[src/rtl/chien_err_addr_collector.sv]
// chien_err_addr_collector: serialises parallel Chien root hits into codeword
// bit addresses, counts them and flags decode failure against the locator degree.
module chien_err_addr_collector #(
  parameter int GF_M       = 13,
  parameter int PAR        = 8,
  parameter int T          = 8,
  parameter int N_START    = 4216,
  parameter int N_WORDS    = 527,
  parameter int EARLY_STOP = 0
) (
  input  logic                     clk,
  input  logic                     rstn,
  input  logic                     start,
  input  logic [$clog2(T+1)-1:0]   deg,
  input  logic [PAR-1:0]           root_vec,
  input  logic                     root_valid,
  output logic                     root_ready,
  output logic                     err_valid,
  output logic [GF_M-1:0]          err_addr,
  output logic [$clog2(T)-1:0]     err_idx,
  output logic [$clog2(T+1)-1:0]   err_cnt,
  output logic                     busy,
  output logic                     done,
  output logic                     fail
);
  localparam int DW = $clog2(T+1);
  localparam int IW = $clog2(T);
  localparam int WW = $clog2(N_WORDS);
  localparam int LW = PAR > 1 ? $clog2(PAR) : 1;

  if (N_WORDS*PAR > N_START) begin : g_bad_span
    $error("N_WORDS*PAR exceeds N_START");
  end

  typedef enum logic [1:0] {IDLE, SCAN, SERIAL, DONE} state_t;
  state_t state, state_n;

  logic [WW-1:0]   wc;
  logic [PAR-1:0]  pend, pend_rest;
  logic [DW-1:0]   deg_q, cnt_n;
  logic [LW-1:0]   lane;
  logic [GF_M-1:0] addr_n;
  logic            ovf, fail_q, emit, last_word, fail_now;

  assign root_ready = state == SCAN;
  assign busy       = state == SCAN || state == SERIAL;
  assign done       = state == DONE;
  assign fail_now   = ovf || err_cnt != deg_q;
  assign fail       = done ? fail_now : fail_q;

  always_comb begin
    lane = '0;
    for (int k = PAR-1; k >= 0; k--) if (pend[k]) lane = LW'(k);
    pend_rest = pend & (pend - PAR'(1));
    emit      = err_cnt < DW'(T);
    cnt_n     = err_cnt + DW'(emit);
    last_word = wc == WW'(N_WORDS-1);
    addr_n    = GF_M'(N_START - 1 - int'(wc)*PAR - int'(lane));
    state_n   = state;
    case (state)
      IDLE:   if (start) state_n = deg == '0 ? DONE : SCAN;
      SCAN:   if (root_valid) state_n = root_vec != '0 ? SERIAL : last_word ? DONE : SCAN;
      SERIAL: if (pend_rest == '0)
                state_n = (last_word || (EARLY_STOP != 0 && cnt_n == deg_q)) ? DONE : SCAN;
      DONE:   state_n = IDLE;
    endcase
  end

  always_ff @(posedge clk or negedge rstn) begin
    if (!rstn) begin
      state     <= IDLE;
      wc        <= '0;
      pend      <= '0;
      deg_q     <= '0;
      ovf       <= 1'b0;
      fail_q    <= 1'b0;
      err_valid <= 1'b0;
      err_addr  <= '0;
      err_idx   <= '0;
      err_cnt   <= '0;
    end else begin
      state     <= state_n;
      err_valid <= 1'b0;
      case (state)
        IDLE: if (start) begin
          deg_q   <= deg;
          err_cnt <= '0;
          fail_q  <= 1'b0;
          ovf     <= 1'b0;
          wc      <= '0;
        end
        SCAN: if (root_valid) begin
          if (root_vec != '0) pend <= root_vec;
          else wc <= wc + WW'(1);
        end
        SERIAL: begin
          pend <= pend_rest;
          // Past T hits the list is full: drop the address and remember the overflow.
          if (emit) begin
            err_valid <= 1'b1;
            err_addr  <= addr_n;
            err_idx   <= IW'(err_cnt);
            err_cnt   <= cnt_n;
          end else ovf <= 1'b1;
          if (pend_rest == '0) wc <= wc + WW'(1);
        end
        DONE: fail_q <= fail_now;
      endcase
    end
  end
endmodule

[config.mk]
export PLATFORM = sky130hd
export DESIGN_NAME = chien_err_addr_collector
export DESIGN_NICKNAME = d
export VERILOG_FILES = /design/src/rtl/chien_err_addr_collector.sv
export SDC_FILE = /design/constraint.sdc
export NUM_CORES = 1
export LEC_CHECK = 0
export ABC_CLOCK_PERIOD_IN_PS = 4240
export CAP_MARGIN = 20
export CORE_UTILIZATION = 54
export CTS_CLUSTER_DIAMETER = 200
export DETAILED_ROUTE_END_ITERATION = 7
export PLACE_DENSITY_LB_ADDON = 0.1
export SYNTH_ARGS = -nofsm -noshare
export SYNTH_HDL_FRONTEND = slang
export SYNTH_SLANG_ARGS = --single-unit
export TNS_END_PERCENT = 10
[constraint.sdc]
create_clock -name clk -period 4.24 [get_ports clk]
set_input_delay 0.636 -clock clk [delete_from_list [all_inputs] [get_ports clk]]
set_output_delay 0.636 -clock clk [all_outputs]
set_load 0.01 [all_outputs]
* Word-level counts from Yosys, hierarchy flattened
Index checks and enable logic that the tools add are counted.
Storage, ports and cells: bits in registers 47, bits of input ports 16, output and inout bits 25, logic and storage cells 80
Cells by class: magnitude comparators 1, equal/unequal tests 12, bitwise logic cells 1, reductions and logical operators 18, add/subtract/negate cells 5, multiplexer cells 33
Operator list (count):
- $mux W10 | 4
- $pmux W10 S3 | 1
- $mux W3 | 8
- $mux W8 | 2
- $pmux W8 S2 | 1
- $sub A13 B13 Y13 const A | 1
- $sub A13 B4 Y13 | 1
- $mux W2 | 6
- $reduce_and A3 Y1 | 4
- $add A10 B1 Y10 const B | 1
- $eq A10 B10 Y1 const B | 1
- $ne A2 B2 Y1 const B | 5
- $and A8 B8 Y8 | 1
- $logic_not A8 Y1 | 1
- $mux W4 | 2
- $pmux W2 S4 | 1
- $pmux W4 S2 | 1
- $reduce_bool A8 Y1 | 1
- $sub A8 B1 Y8 const B | 1
- $reduce_and A2 Y1 | 3
- $reduce_bool A2 Y1 | 3
- $mux W1 | 5
- $reduce_and A5 Y1 | 1
- $add A4 B1 Y4 | 1
- 10 further kinds | 14

* Longest topological paths before layout
depth in word-level cells 9, mapped depth 11, gate-level depth less buffers 10

* Worst setup path before layout
Ideal clock, no wire load.
path type register to register, start point register pend[0], end point register err_addr[12], required time 4.158 ns, period minus slack after synthesis 2.956 ns, setup time 0.082 ns, setup slack 1.284 ns, stages on the path, launching flop included 11, data arrival time 2.874 ns, path buffers 1, cells stage by stage dfrtp_1 > buf_6 > or4_4 > a21oi_1 > inv_1 > ha_1 > a211o_1 > a31oi_1 > a2111oi_0 > or3_1 > a31oi_1
Between the ends: cells in the longest elaborated chain, start to end 2
RTL lines:
- from (decl) | line 39 | logic [PAR-1:0] pend, pend_rest;
- from (signal assigned) | line 93 | if (root_vec != '0) pend <= root_vec;
- from (signal assigned) | line 97 | pend <= pend_rest;
- $mux W3 | line 53 | for (int k = PAR-1; k >= 0; k--) if (pend[k]) lane = LW'(k);
- $sub A13 B4 Y13 | line 58 | addr_n = GF_M'(N_START - 1 - int'(wc)*PAR - int'(lane));
- to (signal assigned) | line 101 | err_addr <= addr_n;
- to (decl) | line 19 | output logic [GF_M-1:0] err_addr,
No other way between the ends. A chain may end at the register's enable or synchronous reset.

* Worst setup path in the final report
Same ends and word-level chain as after synthesis.

==> impl_results.md <==
- PwrDens: 646 nW/um2
- Clk_lat worst skew: 300 ps
- Area delta synth->final: 19.0%
- H-tree depth: 2
- CP Capture Type: flip-flop
- Post-synthesis sequential area ratio: 41.9%
- Largest net degree at the start of global routing: 48
- Gr ovfl total: 0
- Final WL: 5910 um
- Placer congestion estimate: 0.832
- Worst min path class: in2async
- Actual slew at the worst max-slew pin: 721 ps
- Status: finished, final reports clean
- Slowest stage delay, CP: 580 ps
- Post-cts resize count: 0
- Crit path kind: reg2reg
- DRT iter0 DRCs: 158
- Total of max-cap violations: 0
- Synthesized area per cell: 9.08 um2
- WL per Instance: 14.4 um
- HPWL Detailed: 4330 um
- Filler cell count: 416
- IO Port Bufs: 40
- Clock Pin Slew Worst Setup and Hold Paths: 80 ps
- Row count: 25
- Final hold violation count: 0
- Die height: 74.1 um
- Vias/cell: 5.67
- Crit path cell chain: or4_4 -> a21oi_1 -> inv_1 -> ha_1 -> a211o_1 -> a31oi_1 -> a2111oi_0 -> or3_1 -> a31oi_1
- Antenna diodes: 0
- Asr flop ratio synth: 100%
- CP dominant cell by count: a31oi_1
- LEAKAGE: 1.48 nW
- Post-synthesis cell type count: 44
- Slew Limit Fails: 0
- DR pass1 iterations: 4
- Relative slew slack: 51.8%
- CP Data Required Time: 4460 ps
- Via count: 2323
- CTS tree: built
- Routed Antenna Nets: 0
- CP Max Fanout: 9
- Initial core utilization: 57.9%
- Commonest cells after routing, fill and taps aside: dfrtp_1 (47), nand2_1 (44), clkdlybuf4s50_1 (39), o21ai_0 (30), ha_1 (22)
- Die Area: 5490 um2
- Fmax achieved: 309 MHz
- CTS Buf Count: 5
- # DRC: 0
- Core area: 4850 um2
- Final setup viols: 0
- Clock sinks: 47
- Antenna violations before repair: 0
- Global-route wire length before repair: 10000 um
- Setup_tns: 0 ps
- Clock Path Buffers: 2
- Post-synthesis cell area: 2810 um2
- RSZ-0062 raised after global routing: no
- Post-synth net total: 347
- Synth warn: 0
- Ys flop type: dfrtp_1
- I/O pins: 41
- Cells after Synth: 309
- Most common cell after layout, fill and taps aside: dfrtp_1
- Worst vdd ir: 0.337 mV
- Setup crit start kind: flip-flop
- Root Buffer: clkbuf_8
- Hold-fix buffer count after cts: 0
- Yosys reg bits: 47
- Clock Skew: 5.94 ps
- CP max-delay cell: or4_4
- Share of layout cells above drive strength 1: 5.25%
- Clock period minus worst slack: 3240 ps
- EDFF count, synth: 0
- CP arrival: 3460 ps
- Fin crit share: 76.4%
- Nets@finish: 381
- Vias in the first global route: 2097
- Setup repair bufs after CTS: 0
- PnR Total Power: 2.16 mW
- GRT Total Usage: 23.9%
- Die X: 74.1 um
[where the power goes]
group | total (mW) | switching [mW] | internal [mW]
sequential | 0.747 | 0.152 | 0.596
combinational | 1.09 | 0.589 | 0.504
clock | 0.318 | 0.145 | 0.173
[through the flow]
step / util [%] / std cells / worst slack, ps / area [um2] / hold WS, ps
global route: 68.9 / 410 / 744 / 3340 / 260
detailed placement: 66.3 / 402 / 1030 / 3220 / 462
global placement: 66.3 / 402 / 1130 / 3220 / 459
finish: 68.9 / 410 / 1000 / 3340 / 243
floorplan: - / 309 / 1280 / 2810 / 340
CTS: 68.5 / 409 / 995 / 3320 / 481
[critical path, delay by kind of cell (launching register included)]
family / cells / cell delay, ps
adder cells (fa/ha/maj): 1 / 340
buffers and inverters: 1 / 80
flip-flops: 1 / 470
AO/OA/AOI/OAI: 5 / 1330
AND/OR/NAND/NOR: 2 / 950
[layer usage]
metal	routed length [um]	vias up	share of wire, %	GRT usage [%]
met1	2940	1096	50	35.1
li1	-	1157	-	-
met5	0	-	0	0
met4	57	0	0.97	4.49
met2	2600	63	44	37.2
met3	310	7	5.2	4.20
[synth_stat cells, types with 5 or more instances]
| cell type | n | area (um2) |
|---|---|---|
| a21oi_1 | 16 | 80.1 |
| a22o_1 | 7 | 61.3 |
| a31oi_1 | 5 | 31.3 |
| clkbuf_1 | 12 | 45.0 |
| dfrtp_1 | 47 | 1180 |
| ha_1 | 22 | 275 |
| inv_1 | 21 | 78.8 |
| mux2_2 | 5 | 56.3 |
| nand2_1 | 44 | 165 |
| nand3_1 | 10 | 50.1 |
| nor2_1 | 20 | 75.1 |
| o21ai_0 | 30 | 150 |
| o31ai_1 | 8 | 60.1 |
| xnor2_1 | 6 | 52.6 |
| xor2_1 | 5 | 43.8 |
[final cells by class]
class / count / area (um2) / area share, %
Tap cell: 67 / 83.8 / 2.51
Inverter: 21 / 78.8 / 2.36
Clock buffer: 6 / 72.6 / 2.17
Clock inverter: 1 / 30.0 / 0.899
Timing Repair Buffer: 41 / 415 / 12.4
Sequential cell: 47 / 1180 / 35.2
Multi-Input combinational cell: 227 / 1480 / 44.4
[path summary, 6_finish.rpt]
path | startpoint | end | depth (start not counted) | slack [ps]
setup / recovery | pend[0]$_DFFE_PN0P_ | err_addr[12]$_DFFE_PN0P_ | 9 | 1000
hold / removal | rstn | err_cnt[0]$_DFFE_PN0P_ | 1 | 240
setup reg to reg | pend[0]$_DFFE_PN0P_ | err_addr[12]$_DFFE_PN0P_ | 9 | 1000
hold reg to reg | err_idx[1]$_DFFE_PN0P_ | err_idx[1]$_DFFE_PN0P_ | 2 | 480
max in group asynchronous | rstn | state[1]$_DFFE_PN0P_ | 2 | 3500
min in group clk | err_idx[1]$_DFFE_PN0P_ | err_idx[1]$_DFFE_PN0P_ | 2 | 480
[sequential cells by signal (all words and copies together), names as in the netlist]
name and count:
err_addr 13, wc 10, pend 8, deg_q 4, err_cnt 4, err_idx 3
state 2, err_valid 1, fail_q 1, ovf 1
[logic make-up after synthesis]
kind of cell / share of synthesized area, %
adders and majority gates: 10.5
xor gates and xnor gates: 3.43
AOI/OAI and AO/OA: 20.3
muxes: 2.01
and+or+nand+nor: 16.6
DFF: 41.9
buffers and inverters: 5.22
Power figures use the tool's default switching activity.
==> RTL change 1 (config.mk and constraints unchanged) <==
The parameter `PAR` goes from 8 to 4.
--- a/src/rtl/chien_err_addr_collector.sv
+++ b/src/rtl/chien_err_addr_collector.sv
@@ -3,5 +3,5 @@
 module chien_err_addr_collector #(
   parameter int GF_M       = 13,
-  parameter int PAR        = 8,
+  parameter int PAR        = 4,
   parameter int T          = 8,
   parameter int N_START    = 4216,
Interface: changed (resized root_vec); port bits go from 41 to 37. No check against the original RTL was run, so the function may have changed too.
==> RTL change 1 against the original RTL <==
- final area down 7.4%
- sequential power is 8.0% lower
- worst setup slack gained 420 ps
- global-route usage up 0.55 points
- sequential cell count down 4
- utilization grew 0.22 points
- highest routed layer unchanged
- wire length down 7.9%
- critical path type unchanged
- critical endpoint unchanged
- area after synthesis down 7.9%
- the run now ends with design-rule violations left
- largest power group unchanged
- power shrank 8.8%
==> RTL change 1: results (changes against the original RTL) <==
| Metric | Value |
|---|---|
| Sequential cell area | `1080 um2 (-8.5%)` |
| Length in cells of the worst reg-to-reg path | `8 (-1)` |
| Post-detailed-routing wire length | `5440 um (-7.9%)` |
| Final Total Pwr | `1.97 mW (-8.8%)` |
| Fraction of layout instances using a drive strength above 1 | `5.66% (+0.41 points)` |
| Combinational power share | `47.9% (-2.7 points)` |
| Critical-path top delay cell | `o41ai_1` |
| Maximum number of pins on one net before global-route repair | `44 (-8.3%)` |
| Headroom to the max-slew limit | `53.5% (+1.7 points)` |
| Met1 capacity usage during global routing | `33.9% (-1.2 points)` |
| Number of port buffers | `36 (-10%)` |
| Run status | `finished with violations` |
| Mean cell area of the mapped netlist | `9.09 um2 (+0.16%)` |
| Area contributors post-synth | `dfrtp_1 (42%), ha_1 (11%), nand2_1 (6.4%)` |
| Number of vias per cell after detailed routing | `5.61 (-0.92%)` |
| Area after DPL | `2950 um2 (-8.4%)` |
| Filler cells | `378 (-9.1%)` |
| Hold Slack | `307 ps (+64.0 ps)` |
| Met1 WL | `2740 um (-6.6%)` |
| Nets@finish | `351 (-7.9%)` |
| Iteration-0 DRC Markers | `154 (-2.5%)` |
| Post-DP HPWL | `3890 um (-10%)` |
| Via count of the first global-routing pass | `2,015 (-3.9%)` |
| Violations in the final reports | `design-rule violations` |
| Most frequent cells after synthesis | `nand2_1 (44), dfrtp_1 (43), o21ai_0 (33), ha_1 (22), inv_1 (17)` |
| Amount of wire on met2 after detailed routing | `2450 um (-5.7%)` |
| Post-route DRC violation count | `5 (+5)` |
| Routed wire length per instance | `14.7 um (+2.0%)` |
| Standby leakage power | `1.37 nW (-7.8%)` |
| Largest registers ranked by flip-flop count | `err_addr: 13 flops, wc: 10 flops` |
## RTL change 1: cell count changes in the layout (fill, tap and decap cells not counted), sizes merged, moves of 3 or more
| cell | change |
|---|---|
| a22o | +3 |
| a31oi | -4 |
| clkdlybuf4s50 | -4 |
| dfrtp | -4 |
| inv | -4 |
| nand3 | -4 |
| nor2 | -8 |
| o21ai | +3 |
| o31ai | -3 |
## RTL change 1: final cells by class
type                       count  area share [%]
sequential                    43            34.8
clock buffer                   6            2.67
multi-input combinational    211            44.5
clock inverter                 2            1.13
inverter                      18            2.19
tap                           52            2.10
timing repair buffer          38            12.6
## RTL change 1: cell families after synthesis
kind of cell    count (synthesis)  share of synthesized area [%]
simple gates                   90                           16.4
compound gates                 82                           20.0
fa+ha+maj                      22                           10.7
buf+inv                        30                           5.09
mux                             5                           2.18
xor+xnor                       12                           4.07
flops                          43                           41.7
==> RTL change 2 (same flow settings) <==
Without the edit above. Put one more register stage on the output `err_idx`. The value now appears one clock later. The other outputs are not delayed to match.
--- a/src/rtl/chien_err_addr_collector.sv
+++ b/src/rtl/chien_err_addr_collector.sv
@@ -28,4 +28,6 @@
   localparam int WW = $clog2(N_WORDS);
   localparam int LW = PAR > 1 ? $clog2(PAR) : 1;
+
+  logic [$clog2(T)-1:0] err_idx_s0;
 
   if (N_WORDS*PAR > N_START) begin : g_bad_span
@@ -77,5 +79,5 @@
       err_valid <= 1'b0;
       err_addr  <= '0;
-      err_idx   <= '0;
+      err_idx_s0 <= '0;
       err_cnt   <= '0;
     end else begin
@@ -100,5 +102,5 @@
             err_valid <= 1'b1;
             err_addr  <= addr_n;
-            err_idx   <= IW'(err_cnt);
+            err_idx_s0 <= IW'(err_cnt);
             err_cnt   <= cnt_n;
           end else ovf <= 1'b1;
@@ -109,4 +111,8 @@
     end
   end
+  always_ff @(posedge clk) begin
+    err_idx <= err_idx_s0;
+  end
+
 endmodule
 
Function: changed (a bounded check fails within 10 cycles, from zero or initial values and one cycle with rstn low).
==> RTL change 2 against the original RTL <==
- sequential share of layout area up 0.98 points
- fmax up 0.65%
- cell count down 1.2%
- global-route usage about the same
- final area up 2.2%
- sequential cell count up 3
- wire length up 3.0%
- power up 5.3%
- synthesized cell count down 3.6%
- area after synthesis up 3.3%
- utilization down 2.4 points
- worst setup slack better by 21 ps
- largest power group unchanged
- highest routed layer unchanged
==> RTL change 2: results (changes against the original RTL) <==
| Metric | Value |
|---|---|
| Standby leakage power | `1.47 nW (-0.76%)` |
| Count of warnings emitted by yosys | `0 (unchanged)` |
| Headroom to the max-slew limit | `32.0% (-20 points)` |
| Final weighted congestion in routability-driven placement | `0.884 (+6.2%)` |
| Iteration-0 DRC Markers | `67 (-58%)` |
| Fraction of layout instances using a drive strength above 1 | `7.46% (+2.2 points)` |
| Post-DP HPWL | `4520 um (+4.4%)` |
| Top cell family by delay on the critical path | `simple AND/OR/NAND/NOR gates` |
| Number of standard cells after synthesis | `298 (-3.6%)` |
| FF-to-FF setup slack | `1020 ps (+20 ps)` |
| Largest fanout on the critical path | `6 (-3)` |
| Run status | `finished clean` |
| First-pass GRT wire length | `10,100 um (+0.69%)` |
| Seq/Total Area, Yosys | `42.7% (+0.75 points)` |
| Total track usage | `23.9% (about the same)` |
| Filler cells | `447 (+7.5%)` |
| Post-layout instance count excluding filler cells | `405 (-1.2%)` |
| Placed cell count | `396 (-1.5%)` |
| Number of vias per cell after detailed routing | `5.62 (-0.77%)` |
| Via count of the first global-routing pass | `2,164 (+3.2%)` |
| Cell-internal power | `1.34 mW (+5.0%)` |
| Post-detailed-routing wire length | `6080 um (+3.0%)` |
| Worst path max stage delay | `600 ps (+20 ps)` |
| Skew final | `7.08 ps (+1.14 ps)` |
| Most frequent cells after synthesis | `dfrtp_1 (47), o21ai_0 (34), nand2_1 (32), ha_1 (22), inv_1 (19)` |
| Area contributors post-synth | `dfrtp_1 (41%), ha_1 (9.5%), o21ai_0 (5.9%)` |
==> RTL change 2: metal layers <==
metal  global-route usage, %  part of all wire (%)  vias up  routed length [um]
li1                        -                     -     1134                   -
met1                    31.7                    47     1079                2840
met2                    39.7                    48       58                2940
met3                    5.22                   4.0        6                 243
met4                    6.38                  0.94        0                  57
met5                       0                     0        -                   0
==> RTL change 2: final cells by class <==
cell class              instances  area, um2  share of cell area (%)
multi-input cells             217       1510                    44.3
flip-flops and latches         50       1240                    36.2
repair buffers                 41        415                    12.2
clock buffers                   8       90.1                    2.64
well taps                      70       87.6                    2.57
inverters                      19       71.3                    2.09
==> RTL change 2: worst reg2reg max path: cells and delay by family, from the launching register on <==
| kind | cells | cell delay, ps |
|---|---|---|
| AO/OA/AOI/OAI | 4 | 910 |
| AND/OR/NAND/NOR | 3 | 1060 |
| XOR/XNOR | 1 | 190 |
| flip-flops | 1 | 430 |
| buffers and inverters | 1 | 90 |
| adder cells (fa/ha/maj) | 1 | 380 |
==> RTL change 2: logic make-up (layout without fill, tap and decap cells) <==
logic type / Yosys count / count (layout) / synth area share (%)
AOI/OAI and AO/OA: 91 / 91 / 21.7
xor gates and xnor gates: 13 / 13 / 3.93
adders and majority gates: 24 / 24 / 10.2
buffers and inverters: 31 / 68 / 5.05
DFF: 50 / 50 / 42.7
muxes: 8 / 8 / 3.11
and+or+nand+nor: 81 / 81 / 13.3
==> RTL change 2: how the worst max path moves through the flow <==
| stage | startpoint | endpoint | slack (ps) | depth (start not counted) |
|---|---|---|---|---|
| after floorplan | pend[0]$_DFFE_PN0P_ | err_addr[12]$_DFFE_PN0P_ | 1450 | 10 |
| after global placement | pend[0]$_DFFE_PN0P_ | err_addr[10]$_DFFE_PN0P_ | 1210 | 10 |
| after detailed placement | pend[0]$_DFFE_PN0P_ | err_addr[12]$_DFFE_PN0P_ | 1030 | 10 |
| after CTS | pend[0]$_DFFE_PN0P_ | err_addr[12]$_DFFE_PN0P_ | 1010 | 10 |
| after global routing | pend[0]$_DFFE_PN0P_ | err_addr[12]$_DFFE_PN0P_ | 700 | 10 |
| final | pend[0]$_DFFE_PN0P_ | err_addr[12]$_DFFE_PN0P_ | 1020 | 10 |
==> RTL change 2: power by group through the flow <==
stage	Sequential (mW)	Clock (mW)	Combinational [mW]
2_1_floorplan	0.782	0	0.853
6_report	0.797	0.284	1.19
4_1_cts	0.797	0.290	1.20
3_5_place_dp	0.807	0	1.19
5_1_grt	0.824	0.310	1.34
3_3_place_gp	0.799	0	1.18
==> RTL change 2: per-stage QoR <==
step | util [%] | instance area, um2 | power [mW]
CTS | 66.0 | 3390 | 2.29
global placement | 64.3 | 3300 | 1.98
finish | 66.4 | 3410 | 2.27
detailed placement | 64.3 | 3300 | 2.00
global route | 66.4 | 3410 | 2.47
floorplan | - | 2900 | 1.63
